<file path="src/rtl/axis_adc_decimator.sv">
// axis_adc_decimator
//   Block-averaging decimator for a signed ADC sample stream. Sums 2^dec_log2
//   consecutive samples, emits (sum >>> dec_log2) on an AXI-Stream master and
//   raises m_axis_tlast on every PACKET_LEN-th result.
// Ports
//   aclk, areset          clock, asynchronous active-high reset
//   s_axis_t{data,valid}  input samples (two's complement), s_axis_tready out
//   dec_log2              decimation exponent, clamped to MAX_DEC_LOG2
//   clear                 synchronous flush of partial block and packet count
//   m_axis_t{data,valid,last}, m_axis_tready   averaged results
module axis_adc_decimator #(
    parameter int DATA_WIDTH   = 32,
    parameter int MAX_DEC_LOG2 = 10,
    parameter int PACKET_LEN   = 256
) (
    input  logic                              aclk,
    input  logic                              areset,
    input  logic [DATA_WIDTH-1:0]             s_axis_tdata,
    input  logic                              s_axis_tvalid,
    output logic                              s_axis_tready,
    input  logic [$clog2(MAX_DEC_LOG2+1)-1:0] dec_log2,
    input  logic                              clear,
    output logic [DATA_WIDTH-1:0]             m_axis_tdata,
    output logic                              m_axis_tvalid,
    input  logic                              m_axis_tready,
    output logic                              m_axis_tlast
);

    localparam int ACC_W = DATA_WIDTH + MAX_DEC_LOG2;
    localparam int SHW   = $clog2(MAX_DEC_LOG2 + 1);
    localparam int CNT_W = (MAX_DEC_LOG2 > 0) ? MAX_DEC_LOG2 : 1;
    localparam int PKT_W = (PACKET_LEN > 1) ? $clog2(PACKET_LEN) : 1;
    localparam logic [PKT_W-1:0] PKT_LAST = PKT_W'(PACKET_LEN - 1);

    typedef enum logic {ACC, HOLD} state_t;

    state_t                   state_q, state_d;
    logic signed [ACC_W-1:0]  acc_q, acc_d;
    logic [CNT_W-1:0]         cnt_q, cnt_d;
    logic [SHW-1:0]           shift_q, shift_d;
    logic [PKT_W-1:0]         pkt_q, pkt_d;
    logic [DATA_WIDTH-1:0]    tdata_q, tdata_d;
    logic                     tlast_q, tlast_d;

    logic                     s_hs, m_hs, blk_last;
    logic [SHW-1:0]           dec_eff, shift_cur;
    logic [CNT_W-1:0]         blk_max;
    logic [PKT_W-1:0]         pkt_adv;
    logic signed [ACC_W-1:0]  samp_ext, acc_sum;

    assign m_axis_tvalid = (state_q == HOLD);
    assign m_axis_tdata  = tdata_q;
    assign m_axis_tlast  = tlast_q;
    // While holding a result, a new sample may only enter together with the
    // result leaving, so the sink's ready passes straight through.
    assign s_axis_tready = (state_q == ACC) || m_axis_tready;

    assign s_hs = s_axis_tvalid && s_axis_tready;
    assign m_hs = (state_q == HOLD) && m_axis_tready;

    assign dec_eff   = (dec_log2 > SHW'(MAX_DEC_LOG2)) ? SHW'(MAX_DEC_LOG2) : dec_log2;
    // The exponent is captured with the first sample of a block; later samples
    // keep using the captured value.
    assign shift_cur = (cnt_q == '0) ? dec_eff : shift_q;
    assign blk_max   = ~({CNT_W{1'b1}} << shift_cur);
    assign blk_last  = (cnt_q == blk_max);

    assign samp_ext = ACC_W'(signed'(s_axis_tdata));
    assign acc_sum  = acc_q + samp_ext;

    assign pkt_adv = !m_hs ? pkt_q : ((pkt_q == PKT_LAST) ? '0 : pkt_q + PKT_W'(1));

    always_comb begin
        state_d = state_q;
        acc_d   = acc_q;
        cnt_d   = cnt_q;
        shift_d = shift_q;
        pkt_d   = pkt_q;
        tdata_d = tdata_q;
        tlast_d = tlast_q;

        if (m_hs) begin
            state_d = ACC;
        end

        if (clear) begin
            // Any sample offered this cycle is dropped; a held result survives
            // but can no longer close a packet.
            acc_d   = '0;
            cnt_d   = '0;
            pkt_d   = '0;
            tlast_d = 1'b0;
        end else begin
            pkt_d = pkt_adv;
            if (s_hs) begin
                shift_d = shift_cur;
                if (blk_last) begin
                    tdata_d = DATA_WIDTH'(acc_sum >>> shift_cur);
                    // Index of the new result is the count after any
                    // simultaneous hand-off of the previous one.
                    tlast_d = (pkt_adv == PKT_LAST);
                    acc_d   = '0;
                    cnt_d   = '0;
                    state_d = HOLD;
                end else begin
                    acc_d = acc_sum;
                    cnt_d = cnt_q + CNT_W'(1);
                end
            end
        end
    end

    always_ff @(posedge aclk or posedge areset) begin
        if (areset) begin
            state_q <= ACC;
            acc_q   <= '0;
            cnt_q   <= '0;
            shift_q <= '0;
            pkt_q   <= '0;
            tdata_q <= '0;
            tlast_q <= 1'b0;
        end else begin
            state_q <= state_d;
            acc_q   <= acc_d;
            cnt_q   <= cnt_d;
            shift_q <= shift_d;
            pkt_q   <= pkt_d;
            tdata_q <= tdata_d;
            tlast_q <= tlast_d;
        end
    end

endmodule
</file>
<file path="config.mk">
export PLATFORM = sky130hd
export DESIGN_NAME = axis_adc_decimator
export DESIGN_NICKNAME = d
export VERILOG_FILES = /design/src/rtl/axis_adc_decimator.sv
export SDC_FILE = /design/constraint.sdc
export NUM_CORES = 1
export LEC_CHECK = 0
export CAP_MARGIN = 20
export CORE_ASPECT_RATIO = 0.8
export CORE_UTILIZATION = 40
export DETAILED_ROUTE_END_ITERATION = 10
export PLACE_DENSITY = 0.55
export SETUP_SLACK_MARGIN = 0.05
export SLEW_MARGIN = 25
export SYNTH_ARGS = -nofsm -noshare
export SYNTH_HDL_FRONTEND = slang
export SYNTH_SLANG_ARGS = --single-unit
</file>
<file path="constraint.sdc">
create_clock -name aclk -period 9.4 [get_ports aclk]
set_clock_uncertainty 0.2 [all_clocks]
set_input_delay 1.88 -clock aclk [delete_from_list [all_inputs] [get_ports aclk]]
set_output_delay 1.88 -clock aclk [all_outputs]
set_load 0.005 [all_outputs]
</file>
## Yosys cells after proc, flatten, opt, wreduce, memory -nomap -nowiden

Cells that the tools add are included.

| storage, ports and cells | value |
|---|---|
| bits in registers | 98 |
| input bits | 41 |
| output and inout bits | 35 |

| operators by class | value |
|---|---|
| add/sub/neg operators | 3 |
| order comparisons | 1 |
| equal/unequal tests | 3 |
| shift-type cells | 2 |
| muxes and demuxes | 18 |
| bitwise operators | 3 |
| reductions and logical operators | 9 |

Operator list:

| cell | number |
|---|---|
| two-way mux 42 bit | 3 |
| adder 42 x 32 -> 42 bit | 1 |
| >>> shifter 42 x 4 -> 32 bit | 1 |
| two-way mux 10 bit | 3 |
| two-way mux 8 bit | 3 |
| == test 8 bit, second input constant | 2 |
| adder 10 x 1 -> 10 bit, second input constant | 1 |
| == test 10 bit | 1 |
| logical NOT 10 bit | 1 |
| NOT 10 bit | 1 |
| left shift 10 x 4 -> 10 bit, first input constant | 1 |
| adder 8 x 1 -> 8 bit, second input constant | 1 |
| two-way mux 4 bit | 2 |
| two-way mux 1 bit | 7 |
| greater-than comparator 4 bit, second input constant | 1 |
| AND reduction 2 bit | 2 |
| nonzero test 2 bit | 2 |
| AND reduction 3 bit | 1 |
| logical AND 1 bit | 2 |
| NOT 1 bit | 2 |
| logical OR 1 bit | 1 |

## Logic depth before layout (Yosys ltp)

Gate-level depths: netlist of run 1.

| depth | value |
|---|---|
| depth in word-level cells | 9 |
| depth in mapped cells | 15 |

## Worst setup path before layout of run 1

Ideal clock, no wire load.

| timing | value |
|---|---|
| path kind | input to register |
| from | input s_axis_tdata[0] |
| to | register tdata_q[25] (netlist: m_axis_tdata[25]) |
| setup time | 0.095 ns |
| arrival | 4.843 ns |
| required time | 9.105 ns |
| setup slack | 4.262 ns |
| stages on the path | 13 |
| cell sequence | ha_1 > inv_1 > fa_1 > nand2b_1 > a211o_1 > a21o_1 > a211oi_1 > nor4_1 > or4_1 > o211a_1 > a2111o_1 > o311a_1 > o31ai_1 |

| between the ends | value |
|---|---|
| word-level cells in the longest chain between the ends | 2 |

RTL lines:

| element | line | RTL |
|---|---|---|
| from (decl) | 18 | `input logic [DATA_WIDTH-1:0] s_axis_tdata,` |
| adder 42 x 32 -> 42 bit | 69 | `assign acc_sum = acc_q + samp_ext;` |
| >>> shifter 42 x 4 -> 32 bit | 98 | `tdata_d = DATA_WIDTH'(acc_sum >>> shift_cur);` |
| to (signal assigned) | 128 | `tdata_q <= tdata_d;` |
| to (decl) | 42 | `logic [DATA_WIDTH-1:0] tdata_q, tdata_d;` |

No other way between the ends.
A chain may end at the register's enable or synchronous reset.

## Worst setup path in the final report of run 1

| timing | value |
|---|---|
| from | input s_axis_tdata[5] |
| to | register tdata_q[30] (netlist: m_axis_tdata[30]) |

Same word-level chain as after synthesis.

==> metrics.txt, run 1 <==
TritonCTS clock tree yes; Syn Inst Count 1251; Synthesized Nets 1337; max_cap viols 0; register area share after synthesis 25.8%; Final ANT Viol Nets 0; Synth Register Bits 98; pwr dens 286 mW/mm2; Pins Over Slew Limit 0; commonest non-fill, non-tap cell in the layout nand2_1; total track usage 28.3%; Distinct cells, synth 80; Post CTS Setup Buffer Count 0; fillers 2330; CTS max path bufs 2; crit path DAT 6.28 ns; DR vias 10100; Ports 76; Critical Path RT 9.44 ns; Crit Path Category in2reg; # hold bufs at CTS 0; fraction of registers with async set/reset 100%; worst r2r src cnt_q[2]; Core Util, Final 46.1%; Worst Setup End Kind flop; cell row count 50; FF-to-FF path depth 11; crit-path max FO 9; Tcrit/Tclk final 66.4%; fin area 0.0108 mm2; die width 174 um; input/output buffers 75; initial DRC count 1002; status finished, final reports clean; share of cells above drive strength 1 5.13%; DR WL/cell 21.6 um; CP Launch Type input port; clock sinks 98; Top FF cell, synth dfrtp_1; R2R setup slack 4.14 ns; RSZ-0062 raised after global routing false; fmax 160 MHz; vias per cell 6.38; most frequent cells in the layout 181 x nand2_1, 98 x nor2_1, 98 x dfrtp_1; Worst-path clk slew 0.09 ns; critical path, cell by cell clkdlybuf4s50_1 -> ha_1 -> a21o_1 -> or2_2 -> o211ai_1 -> a21oi_1 -> nor3_1 -> o41ai_1 -> xnor2_1 -> o221ai_1 -> a2111oi_0 -> a211oi_1; core box area 0.0233 mm2; hpwl dp 25.5 mm; Syn Area/Cell 7.60 um2; Slowest-stage cell, CP nor3_1; htree depth 3; Clock Latency Late Sink 0.36 ns; iteration count of the initial detailed-routing pass 6; Critical Path Max Stage Delay 0.68 ns; Die Height 140 um; P&R area growth vs syn 13.2%; GPL Wtd Cong 0.948; Die ar. 0.0244 mm2; Tightest Pin Transition 0.907 ns; first-pass GRT wire length 54.4 mm; Slew HR 39.3%; # DRC 0; R2R Path End m_axis_tdata[27]; Area after DPL 0.0104 mm2; grt total ovfl 0; setup_tns 0 ns; termination of the worst setup path m_axis_tdata[30]; crit path time final 6.24 ns; final hold viol count 0; Initial Util 40.7%; Worst Hold Class reg2reg; Antenna diodes 0; NumNets Final 1347; Ys Warns 0; cell leakage power 4.40 nW; initial antenna violation count 0; Critical Path Start s_axis_tdata[5]; final setup vio count 0; root buf cell clkbuf_16; largest net degree at the start of global routing 67; vias in the first global route 9258; Routed WL 34.0 mm; cts repair resizes 0; Mapped Area 0.00951 mm2; Max IR drop VDD 0.112 mV; Post-synth EDFFs 0; Num CTS Buffers 9
## kinds of logic after synthesis
logic type | count (synthesis) | share of synthesized area, %
muxes | 43 | 4.84
buffers and inverters | 100 | 4.16
AOI/OAI and AO/OA | 453 | 32.3
and+or+nand+nor | 478 | 23.8
xor gates and xnor gates | 34 | 3.13
adders and majority gates | 45 | 6.00
DFF | 98 | 25.8
## layer usage
metal	share of wire (%)	vias to the layer above	global-route usage (%)	wire length (um)
li1	-	4788	-	-
met1	48	4884	41.5	16400
met2	44	366	43.4	14900
met3	6.4	36	4.13	2190
met4	1.5	0	6.56	520
met5	0	-	0	0
## area by class of cell
class                           count  area, um2  area share (%)
Multi-Input combinational cell   1053       6730            62.5
Clock inverter                      7       82.6           0.767
Tap cell                          312        390            3.63
Inverter                           14       55.1           0.512
Clock buffer                        9        225            2.09
Timing Repair Buffer               85        826            7.67
Sequential cell                    98       2450            22.8
## critical path: cells and delay by family
kind,cells,cell delay (ns)
buf+inv,1,0.42
compound gates,7,1.99
simple gates,2,0.97
xor+xnor,1,0.57
fa+ha+maj,1,0.44
## sequential cells by signal, summed over array words and instances, names as in the netlist
name and count:
cnt_q 10, m_axis_tvalid 1, m_axis_tdata 32, shift_q 4
m_axis_tlast 1, pkt_q 8, acc_q 42
## worst min-delay path by stage
stage              start         to  slack [ns]  depth (start not counted)
6_report       acc_q[20]  acc_q[20]        0.29                          2
5_1_grt        acc_q[25]  acc_q[25]        0.31                          2
4_1_cts         acc_q[2]   acc_q[2]        0.29                          2
3_5_place_dp   acc_q[22]  acc_q[22]        0.27                          2
3_3_place_gp   acc_q[14]  acc_q[14]        0.26                          2
2_1_floorplan  acc_q[14]  acc_q[14]        0.25                          2
## synth_stat cells (7+ instances only)
cell / count / area (um2)
clkbuf_1: 74 / 278
a22oi_1: 9 / 67.6
a21o_1: 26 / 195
o21bai_1: 8 / 60.1
nand4_1: 25 / 156
o22ai_1: 10 / 62.6
a22o_1: 7 / 61.3
or2_2: 7 / 43.8
xnor2_1: 20 / 175
nor4_1: 10 / 62.6
a211oi_1: 33 / 248
nand3_1: 35 / 175
nor3_1: 42 / 210
o221ai_1: 8 / 70.1
nand2_1: 181 / 679
o21ai_1: 7 / 35.0
ha_1: 44 / 551
a21oi_1: 89 / 445
nand2b_1: 9 / 56.3
xor2_1: 14 / 123
nor2_1: 98 / 368
dfrtp_1: 98 / 2450
a31oi_1: 23 / 144
o21a_1: 9 / 67.6
or3_1: 15 / 93.8
o21ai_0: 91 / 455
and3_1: 15 / 93.8
a211o_1: 10 / 87.6
nor2b_1: 7 / 43.8
o211ai_1: 18 / 135
mux2i_1: 31 / 310
a221o_1: 7 / 70.1
o31ai_1: 32 / 240
mux2_2: 10 / 113
and2_1: 12 / 75.1
inv_1: 14 / 52.6
## through the flow
step | power [mW] | setup WS, ns | hold slack [ns] | cells
4_1_cts | 3.04 | 3.33 | 0.292 | 1578
6_report | 3.08 | 3.16 | 0.290 | 1578
3_5_place_dp | 2.62 | 2.98 | 0.274 | 1562
2_1_floorplan | 2.02 | 4.26 | 0.247 | 1251
3_3_place_gp | 2.62 | 2.91 | 0.263 | 1562
5_1_grt | 3.30 | 3.02 | 0.313 | 1578
## where the power goes
group          total, mW  internal, mW  switching, mW
Combinational       2.10         0.719           1.38
Sequential         0.561         0.503         0.0582
Clock              0.415         0.213          0.202
Total               3.08          1.43           1.64
No activity file was read; power rests on OpenSTA's default activity.
==> run 2, diff against run 1 <==
==> constraint.sdc (replaced) <==
create_clock -name aclk -period 5.8 [get_ports aclk]
set_clock_uncertainty 0.2 [all_clocks]
set_input_delay 1.16 -clock aclk [delete_from_list [all_inputs] [get_ports aclk]]
set_output_delay 1.16 -clock aclk [all_outputs]
set_load 0.005 [all_outputs]
==> run 2 against run 1 <==
- hold slack worse by 0.0054 ns
- design area up 1.6%
- largest power group unchanged
- cell count up 1.3%
- largest cell class unchanged
- via count about the same
- utilization up 0.72 points
==> metrics.txt, run 2 (synthesis results as in run 1) <==
DR vias 10100; hold path startpoint acc_q[25]; first-pass GRT wire length 54.1 mm; # DRC 0; Clock Latency Late Sink 0.38 ns; Worst-path clk slew 0.08 ns; status finished, final reports clean; crit-path max FO 4; DR WL/cell 21.2 um; total track usage 28.1%; slack of the critical path 0.683 ns; Multi-input gate area 0.00672 mm2; R2R Path End m_axis_tdata[31]; most frequent cells in the layout 181 x nand2_1, 98 x nor2_1, 98 x dfrtp_1; Max IR drop VDD 0.210 mV; Slew HR 34.9%; # hold bufs at CTS 0; TritonCTS clock tree yes; Antenna diodes 0; die width 174 um; CP Launch Type input port; initial DRC count 996; share of cells above drive strength 1 6.45%; Critical Path Start s_axis_tdata[0]; FF-to-FF path depth 10; Tightest Pin Transition 0.974 ns; fmax 195 MHz; iteration count of the initial detailed-routing pass 5; Tcrit/Tclk final 88.2%; cell leakage power 4.50 nW; NumNets Final 1368; core box area 0.0233 mm2; hold path depth 2; cts repair resizes 0; final hold viol count 0; input/output buffers 75; Routed WL 33.8 mm; crit path DAT 5.20 ns; htree depth 3; pwr dens 465 mW/mm2; commonest non-fill, non-tap cell in the layout nand2_1; routing usage on met1 40.8%; RSZ-0062 raised after global routing false; grt total ovfl 0; fillers 2359; Crit Path Category in2reg; Worst Hold Class reg2reg; max FFs per register 42; FF/Latch Area 0.00245 mm2; vias per cell 6.31; largest net degree at the start of global routing 68; max_cap viols 0; Die ar. 0.0244 mm2; GPL Wtd Cong 0.987; Post CTS Setup Buffer Count 0; crit path time final 5.12 ns; worst r2r src cnt_q[2]; CTS max path bufs 2; cell row count 50; vias in the first global route 9331; final setup vio count 0; hpwl dp 25.8 mm; clock sinks 98; pre-CTS setup slack 0.368 ns; met2 Use GR 43.7%; met3 Resource Use GR 3.69%; Ports 76; GRT busiest layer met2; Worst Hold Path EP acc_q[25]; setup_tns 0 ns; Final ANT Viol Nets 0; Largest Register acc_q; R2R setup slack 0.97 ns; Die Height 140 um; Initial Util 40.7%; root buf cell clkbuf_16; Pins Over Slew Limit 0; Worst Setup End Kind flop; initial antenna violation count 0; Num CTS Buffers 9; P&R area growth vs syn 15.0%; Critical Path RT 5.89 ns; final hold slack 0.285 ns
[run 2: cell type report]
| cell class | instances | area share [%] |
|---|---|---|
| multi-input combinational | 1053 | 61.5 |
| timing repair buffer | 106 | 9.00 |
| tap | 312 | 3.57 |
| clock buffer | 10 | 2.10 |
| sequential | 98 | 22.4 |
| clock inverter | 6 | 0.882 |
| inverter | 14 | 0.504 |
[run 2: how the worst max path moves through the flow]
stage                  endpoint  slack [ns]  cells after the start
6_report       m_axis_tdata[25]        0.68                     14
2_1_floorplan  m_axis_tdata[25]        1.38                     13
4_1_cts        m_axis_tdata[25]        0.79                     14
5_1_grt        m_axis_tdata[25]        0.54                     14
3_3_place_gp   m_axis_tdata[25]        0.43                     14
3_5_place_dp   m_axis_tdata[25]        0.37                     14
[run 2: layer usage]
metal,part of all wire (%),wire (um),up-vias
met5,0,0,-
met4,1.6,531,0
met3,5.6,1890,39
met2,44,15000,365
met1,48,16400,4865
li1,-,-,4815
[run 2: critical path, stage by stage]
cell and delay, ns:
clkdlybuf4s50_1 0.46, ha_1 0.20, inv_1 0.07, fa_1 0.39
nand2b_1 0.20, a211o_1 0.32, a21o_1 0.23, a211oi_1 0.56
nor4_1 0.13, or4_1 0.57, o211a_1 0.17, a2111o_1 0.40
o311a_1 0.11, o31ai_1 0.22
[run 2: stage by stage]
step	utilization [%]	total power, mW	instance area, um2	std cells
after detailed placement	45.4	4.31	10600	1583
after floorplan	-	3.28	9510	1251
after global routing	46.8	5.43	10900	1599
final	46.8	5.08	10900	1599
after CTS	46.8	5.03	10900	1599
after global placement	45.4	4.31	10600	1583
[run 2: report_power, final]
group | switching, mW | internal (mW)
combinational | 2.24 | 1.22
sequential | 0.0923 | 0.815
clock | 0.321 | 0.386
==> patch: new RTL, settings of run 2 <==
`shift_q`, `pkt_q` and `tdata_q` no longer have a reset.
--- a/src/rtl/axis_adc_decimator.sv
+++ b/src/rtl/axis_adc_decimator.sv
@@ -116,7 +116,4 @@
             acc_q   <= '0;
             cnt_q   <= '0;
-            shift_q <= '0;
-            pkt_q   <= '0;
-            tdata_q <= '0;
             tlast_q <= 1'b0;
         end else begin
@@ -124,10 +121,13 @@
             acc_q   <= acc_d;
             cnt_q   <= cnt_d;
-            shift_q <= shift_d;
-            pkt_q   <= pkt_d;
-            tdata_q <= tdata_d;
             tlast_q <= tlast_d;
         end
     end
 
+    always_ff @(posedge aclk) begin
+        shift_q <= shift_d;
+        pkt_q   <= pkt_d;
+        tdata_q <= tdata_d;
+    end
+
 endmodule
Check against the original RTL: not equivalent (a bounded check fails within 4 cycles, from zero or initial values and one cycle with areset high).
==> patch against run 2 <==
Wire length is 16% lower. Synthesized cell count is 12% lower. Hold slack hardly changed. Synthesized area is 6.9% lower. Setup slack better by 0.033 ns. Final area is 7.3% lower. First-iteration DRC count is 13% lower. Sequential cell count stayed put. Total power is 2.3% higher. Critical endpoint is now m_axis_tdata[13]$_DFFE_PP_. Highest routed layer unchanged.
==> patch: results (changes against run 2) <==
<table>
<tr><th>Metric</th><th>Value</th></tr>
<tr><th colspan="2">Global routing</th></tr>
<tr><td>Maximum number of pins on one net before global-route repair</td><td>55 (was 68)</td></tr>
<tr><td>Number of global-route vias before repair</td><td>7,915 (was 9,331)</td></tr>
<tr><th colspan="2">Critical path</th></tr>
<tr><td>Data arrival time at the worst-slack endpoint</td><td>4.95 ns (was 5.20 ns)</td></tr>
<tr><td>Max stage delay cell, worst path</td><td>clkdlybuf4s50_1 (was or4_1)</td></tr>
<tr><td>R2R Setup Slk</td><td>0.93 ns (was 0.97 ns)</td></tr>
<tr><td>Maximum single-stage delay on the critical path</td><td>0.46 ns (was 0.57 ns)</td></tr>
<tr><th colspan="2">Yosys</th></tr>
<tr><td>Leading post-synthesis cells by cell area</td><td>dfrtp_1 15%, edfxtp_1 12%, nand2_1 7.1%, mux2i_1 7.0%, ha_1 6.2% (was dfrtp_1 26%, nand2_1 7.1%, ha_1 5.8%, o21ai_0 4.8%, a21oi_1 4.7%)</td></tr>
<tr><td>Post-synth EDFFs</td><td>36 (was 0)</td></tr>
<tr><td>Count of different cell masters after synthesis</td><td>77 (was 80)</td></tr>
<tr><td>Register area share after synthesis</td><td>29.3% (was 25.8%)</td></tr>
<tr><td>Fraction of registers with async set or reset after synthesis</td><td>55.1% (was 100%)</td></tr>
<tr><td>Avg Cell Area, Syn</td><td>8.01 um2 (was 7.60 um2)</td></tr>
<tr><th colspan="2">Floorplan</th></tr>
<tr><td>Full die area</td><td>22,700 um2 (was 24,400 um2)</td></tr>
<tr><th colspan="2">Detailed routing</th></tr>
<tr><td>Average wire per standard cell</td><td>20.0 um (was 21.2 um)</td></tr>
<tr><td>Average via count per standard cell</td><td>6.07 (was 6.31)</td></tr>
<tr><td>Total routed wirelength</td><td>28,400 um (was 33,800 um)</td></tr>
<tr><td>First drt pass iteration count</td><td>7 (was 5)</td></tr>
<tr><td>Initial DRC Count</td><td>869 (was 996)</td></tr>
<tr><th colspan="2">STA</th></tr>
<tr><td>Final WS setup</td><td>0.715 ns (was 0.683 ns)</td></tr>
<tr><td>Slew HR</td><td>46.3% (was 34.9%)</td></tr>
<tr><th colspan="2">Finish</th></tr>
<tr><td>Fill cells</td><td>2,210 (was 2,359)</td></tr>
<tr><td>Nets@finish</td><td>1,227 (was 1,368)</td></tr>
<tr><td>Fraction of layout instances using a drive strength above 1</td><td>6.28% (was 6.45%)</td></tr>
<tr><th colspan="2">Pwr</th></tr>
<tr><td>Leakage power summed over all cells</td><td>4.00 nW (was 4.50 nW)</td></tr>
<tr><td>Peak supply drop</td><td>0.000207 V (was 0.000210 V)</td></tr>
<tr><th colspan="2">Placement</th></tr>
<tr><td>DP Area</td><td>9840 um2 (was 10,600 um2)</td></tr>
<tr><td>Setup Slack @ Placement</td><td>0.398 ns (was 0.368 ns)</td></tr>
<tr><td>Post-DP HPWL</td><td>22,000 um (was 25,800 um)</td></tr>
<tr><td>Routability congestion estimate</td><td>0.948 (was 0.987)</td></tr>
<tr><th colspan="2">Outcome</th></tr>
<tr><td>Outcome</td><td>completed (unchanged)</td></tr>
</table>
## patch: final timing paths
check,from,end,depth (start not counted)
max,s_axis_tdata[0],m_axis_tdata[13]$_DFFE_PP_,14
min,acc_q[38]$_DFFE_PP0P_,acc_q[38]$_DFFE_PP0P_,2
max reg2reg,cnt_q[0]$_DFFE_PP0P_,cnt_q[2]$_DFFE_PP0P_,13
min reg2reg,acc_q[38]$_DFFE_PP0P_,acc_q[38]$_DFFE_PP0P_,2
max in group asynchronous,areset,acc_q[41]$_DFFE_PP0P_,3
min in group asynchronous,areset,cnt_q[0]$_DFFE_PP0P_,3
## patch: final cells by class
| cell class | instances | area [um2] | share of cell area, % |
|---|---|---|---|
| Multi-Input combinational cell | 919 | 5930 | 58.5 |
| Inverter | 18 | 67.6 | 0.667 |
| Clock inverter | 7 | 57.6 | 0.568 |
| Clock buffer | 9 | 225 | 2.22 |
| Timing Repair Buffer | 95 | 913 | 9.02 |
| Tap cell | 275 | 344 | 3.40 |
| Sequential cell | 98 | 2590 | 25.6 |
## patch: power breakdown
part	switching [mW]	total, mW	internal [mW]
Combinational	2.30	3.58	1.28
Sequential	0.0753	0.992	0.916
Clock	0.319	0.620	0.300
Total	2.70	5.20	2.50
## patch: kinds of logic after synthesis
family          Yosys count  share of synthesized area, %
simple gates            397                          20.9
compound gates          352                          25.8
flops                    98                          29.3
buf+inv                  88                          4.09
mux                      71                          8.16
xor+xnor                 54                          5.34
fa+ha+maj                45                          6.45
## patch: metal layers
metal  GRT usage, %  up-vias  routed length, um
li1               -     4202                  -
met4           7.07        0                534
met5              0        -                  0
met1           38.5     4099              14000
met2           37.6      294              11800
met3           3.87       37               2000
